$ cat config.mk
export PLATFORM = sky130hd
export DESIGN_NAME = execution_sequencer
export DESIGN_NICKNAME = d
export VERILOG_FILES = /design/src/rtl/execution_sequencer.sv
export SDC_FILE = /design/constraint.sdc
export NUM_CORES = 1
export LEC_CHECK = 0
export ABC_CLOCK_PERIOD_IN_PS = 1700
export CORE_ASPECT_RATIO = 0.7
export CORE_MARGIN = 8
export CORE_UTILIZATION = 45
export DETAILED_ROUTE_END_ITERATION = 12
export PLACE_DENSITY = 0.76
export SYNTH_ARGS = -nofsm -noshare
export SYNTH_HDL_FRONTEND = slang
export SYNTH_SLANG_ARGS = --single-unit
$ cat constraint.sdc
create_clock -name clock -period 1.7 [get_ports clock]
set_input_delay 0.17 -clock clock [delete_from_list [all_inputs] [get_ports clock]]
set_output_delay 0.17 -clock clock [all_outputs]
set_load 0.005 [all_outputs]
$ cat src/rtl/execution_sequencer.sv
// Multi-cycle phase controller: steps each instruction through fetch, decode,
// execute, an optional memory or I/O wait, and writeback, emitting one-cycle gating strobes.
module execution_sequencer #(
  parameter int MEM_WAIT_CYCLES = 1,
  parameter int COUNT_WIDTH     = 32,
  parameter int WAIT_WIDTH      = 4
) (
  input  logic                   clock,
  input  logic                   reset,
  input  logic                   enable,
  input  logic                   is_input,
  input  logic                   is_output,
  input  logic                   is_memory_access,
  input  logic                   confirm_button,
  output logic                   fetch_strobe,
  output logic                   pc_update,
  output logic                   register_write_gate,
  output logic                   memory_write_gate,
  output logic                   io_waiting,
  output logic                   halted,
  output logic [2:0]             phase,
  output logic [COUNT_WIDTH-1:0] retired_count
);

  typedef enum logic [2:0] {
    FETCH      = 3'd0,
    FETCH_WAIT = 3'd1,
    DECODE     = 3'd2,
    EXECUTE    = 3'd3,
    MEM_WAIT   = 3'd4,
    IO_WAIT    = 3'd5,
    WRITEBACK  = 3'd6,
    HALT       = 3'd7
  } state_e;

  localparam logic [WAIT_WIDTH-1:0] WAIT_LOAD = WAIT_WIDTH'(MEM_WAIT_CYCLES);

  state_e                 state_q;
  logic [WAIT_WIDTH-1:0]  wait_q;
  logic                   btn_q;
  logic [COUNT_WIDTH-1:0] retired_q;
  logic                   press;

  // Only a fresh press counts; a button held since before IO_WAIT must be released first.
  assign press = confirm_button & ~btn_q;

  always_ff @(posedge clock) begin
    if (reset) begin
      state_q   <= FETCH;
      wait_q    <= '0;
      btn_q     <= 1'b0;
      retired_q <= '0;
    end else begin
      btn_q <= confirm_button;
      unique case (state_q)
        FETCH: begin
          wait_q  <= WAIT_LOAD;
          state_q <= FETCH_WAIT;
        end
        FETCH_WAIT: begin
          if (wait_q == '0) state_q <= DECODE;
          else              wait_q  <= wait_q - WAIT_WIDTH'(1);
        end
        DECODE: state_q <= enable ? EXECUTE : HALT;
        EXECUTE: begin
          if (is_input || is_output) begin
            state_q <= IO_WAIT;
          end else if (is_memory_access) begin
            wait_q  <= WAIT_LOAD;
            state_q <= MEM_WAIT;
          end else begin
            state_q <= WRITEBACK;
          end
        end
        MEM_WAIT: begin
          if (wait_q == '0) state_q <= WRITEBACK;
          else              wait_q  <= wait_q - WAIT_WIDTH'(1);
        end
        IO_WAIT: begin
          if (press) state_q <= WRITEBACK;
        end
        WRITEBACK: begin
          retired_q <= retired_q + COUNT_WIDTH'(1);
          state_q   <= FETCH;
        end
        HALT: state_q <= HALT;
      endcase
    end
  end

  // Strobes decode registered state only; reset masks them in the same cycle it is raised.
  always_comb begin
    fetch_strobe        = 1'b0;
    pc_update           = 1'b0;
    register_write_gate = 1'b0;
    memory_write_gate   = 1'b0;
    io_waiting          = 1'b0;
    halted              = 1'b0;
    if (!reset) begin
      fetch_strobe        = (state_q == FETCH_WAIT) && (wait_q == '0);
      memory_write_gate   = (state_q == MEM_WAIT) && (wait_q == WAIT_LOAD);
      register_write_gate = (state_q == WRITEBACK);
      pc_update           = (state_q == WRITEBACK);
      io_waiting          = (state_q == IO_WAIT);
      halted              = (state_q == HALT);
    end
  end

  assign phase         = state_q;
  assign retired_count = retired_q;

endmodule
==> flow_metrics.env <==
export IMPL_cp_start_kind="register"
export IMPL_grt_max_degree=29
export IMPL_min_from="confirm_button"
export IMPL_dp_hpwl_um=4490
export IMPL_dieArea_sq_mm=0.00709
export IMPL_layout_drive_gt1_share_pct=38.3
export IMPL_cp_arrival_ns=2.05
export IMPL_vias=2444
export IMPL_core_rowCount=20
export IMPL_final_setup_skew_ns=0.00858
export IMPL_rsz0062_at_grt="yes"
export IMPL_overflow=0
export IMPL_die_x_um=97.3
export IMPL_insertion_delay_ns=0.31
export IMPL_slowest_delay_ns=0.52
export IMPL_cp_num_cells=6
export IMPL_first_pass_iters=5
export IMPL_wire_per_inst_um=17.0
export IMPL_via_per_inst=5.85
export IMPL_syn_cell_area_sq_mm=0.00208
export IMPL_yosysWarnings=0
export IMPL_yosysMostFrequentCell="dfxtp_1"
export IMPL_hp_class="in -> reg"
export IMPL_min_period_over_period_pct=106
export IMPL_coreArea_sq_mm=0.00440
export IMPL_cts_root_buf="clkbuf_8"
export IMPL_drc=0
export IMPL_crit_type="reg -> reg"
export IMPL_antenna_cells=0
export IMPL_antenna_found_initial=0
export IMPL_synth_top_cells_by_count="dfxtp_1 (40), a21oi_1 (26), nor2_1 (19)"
export IMPL_grt_pass1_vias=2357
export IMPL_grt_first_pass_wirelength_um=11600
export IMPL_dp_cells=395
export IMPL_path_clk_slew_ns=0.09
export IMPL_finalInstanceArea_sq_mm=0.00342
export IMPL_start_util_pct=47.3
export IMPL_syn2layout_area_growth_pct=64.1
export IMPL_synthCells=250
export IMPL_r2r_setup_slack_ns=-0.1
export IMPL_synth_edf_count=0
export IMPL_leakagePower_uw=0.00129
export IMPL_hold_buffers=0
export IMPL_final_cells=418
export IMPL_tightest_slew_ns=0.368
export IMPL_synth_async_reset_ratio_pct=0
export IMPL_track_usage_pct=19.7
export IMPL_numCtsBuffers=5
export IMPL_drv_cap=0
export IMPL_post_synth_num_cell_types=43
export IMPL_cts_tree="yes"
export IMPL_crit_slowest_cell="or4_4"
export IMPL_port_buffers=47
export IMPL_crit_path_cell_trace="buf_6 -> nand4b_4 -> buf_6 -> or4_4 -> or4_4 -> a21oi_2"
export IMPL_ys_seq_area_share_pct=38.5
export IMPL_setup_tns_ns=-0.669
export IMPL_globalplace_congestion=0.846
export IMPL_critPathRequiredTime_ns=1.96
export IMPL_slew_violations=0
export IMPL_r2r_end="retired_count[29]"
export IMPL_cp_max_fo=3
export IMPL_hold_path_end="btn_q"
export IMPL_setup_worst_path_start="phase[1]"
export IMPL_ioPinCount=48
export IMPL_synth_area_leaders="dfxtp_1 (38%), a21oi_1 (6.3%), or4_1 (5.8%)"
export IMPL_period_needed_ns=1.80
export IMPL_cts_sinks=40
export IMPL_holdPathStages=2
export IMPL_clockBufferDepth=2
export IMPL_r2r_start="phase[1]"
export IMPL_synth_top_area_share_pct=38.5
export IMPL_die_y_um=72.9
export IMPL_postSynthAreaPerCell_sq_um=8.33
export IMPL_nets=372
export IMPL_run_status="complete, but fails checks"
export IMPL_syn_nets=260
export IMPL_yosysTopAreaCell="dfxtp_1"
export IMPL_drt_total_wl_um=7110
export IMPL_ant_nets=0
export IMPL_htreeDepth=2
export IMPL_hold_viol=0
export IMPL_finalPower_uw=3400
export IMPL_dpl_cell_area_sq_mm=0.00303
export IMPL_pre_cts_ws_ns=-0.0990
export IMPL_initialDrtViolationCount=170
export IMPL_worstPathBufferInverterCount=2
export IMPL_violations="negative setup slack"
export IMPL_clock_fmax_mhz=556
export IMPL_reg2reg_depth=6
export IMPL_ys_ff_latch=40
export IMPL_setup_ws_ns=-0.0989
export IMPL_crit_path_end_kind="register"
export IMPL_timing_slew_headroom_pct=75.4
export IMPL_setup_viol=16
export IMPL_vdd_drop_max_mv=1.06
export IMPL_p_per_area_mw_per_mm2=994
export IMPL_cpLargestDelayFamily="simple AND/OR/NAND/NOR gates"
export IMPL_ys_flop_type="dfxtp_1"
[power breakdown]
part	switching, uW	internal, uW
clock	375	287
combinational	747	868
sequential	97.0	1020
[logic make-up (layout without fill, tap and decap cells)]
family | Yosys count | count (layout) | share of synthesized area, %
simple gates | 120 | 120 | 33.8
compound gates | 61 | 61 | 18.3
flops | 40 | 40 | 38.5
buf+inv | 17 | 130 | 3.73
xor+xnor | 8 | 8 | 3.37
fa+ha+maj | 3 | 3 | 1.80
mux | 1 | 1 | 0.541
[final cells by class]
| class | instances | area (sq um) |
|---|---|---|
| Clock buffer | 5 | 68.8 |
| Clock inverter | 3 | 18.8 |
| Fill cell | 298 | 987 |
| Inverter | 3 | 11.3 |
| Multi-Input combinational cell | 193 | 1350 |
| Sequential cell | 40 | 846 |
| Tap cell | 55 | 68.8 |
| Timing Repair Buffer | 119 | 1050 |
[per-layer routing]
metal / GRT usage, % / vias to the layer above / part of all wire (%)
met4: 7.69 / 0 / 2.0
met2: 29.5 / 108 / 44
met3: 7.38 / 11 / 8.1
met1: 25.1 / 1143 / 46
met5: 0 / - / 0
li1: - / 1182 / -
[placed cells by master, fill, tap and decap left out, types with 3 or more instances in the layout]
cell | synthesis | routed
dfxtp_1 | 40 | 16
or4_1 | 16 | 13
nor3_1 | 6 | 5
dfxtp_4 | 0 | 6
nor2_1 | 19 | 17
o21ai_0 | 10 | 9
o31ai_1 | 14 | 13
and4_1 | 4 | 3
xor2_1 | 5 | 5
nand3_1 | 16 | 15
xnor2_1 | 3 | 3
dlygate4sd2_1 | 0 | 4
dfxtp_2 | 0 | 18
nand2_1 | 16 | 14
clkdlybuf4s50_1 | 0 | 41
nand4_1 | 10 | 10
a21oi_1 | 26 | 25
clkbuf_8 | 0 | 5
buf_4 | 1 | 61
or3_1 | 7 | 6
buf_6 | 1 | 9
nor2b_1 | 6 | 4
nor4_1 | 4 | 4
or4_4 | 0 | 3
[worst max path at each step]
| stage | slack (ns) | endpoint |
|---|---|---|
| floorplan | -0.009 | retired_count[29] |
| global placement | -0.08 | memory_write_gate |
| detailed placement | -0.1 | retired_count[30] |
| CTS | -0.09 | retired_count[29] |
| global route | -0.15 | retired_count[29] |
| finish | -0.1 | retired_count[29] |
[metrics by stage]
stage / hold WS (ns) / utilization, %
floorplan: 0.298 / -
CTS: 0.466 / 75.1
detailed placement: 0.477 / 68.8
global placement: 0.470 / 68.8
global route: 0.475 / 77.6
finish: 0.485 / 77.6
[state kept, by name, indices dropped and copies added, names as in the netlist]
signal / cells
phase: 3
wait_q: 4
btn_q: 1
retired_count: 32
[timing repair]
| action | 4_1_cts | 5_1_grt |
|---|---|---|
| gates cloned | 2 | 0 |
| pin swaps | 11 | 19 |
| buffers inserted | 9 | 4 |
| setup endpoints to repair | 23 | 31 |
| resized for setup | 39 | 29 |
Power figures use the tool's default switching activity.
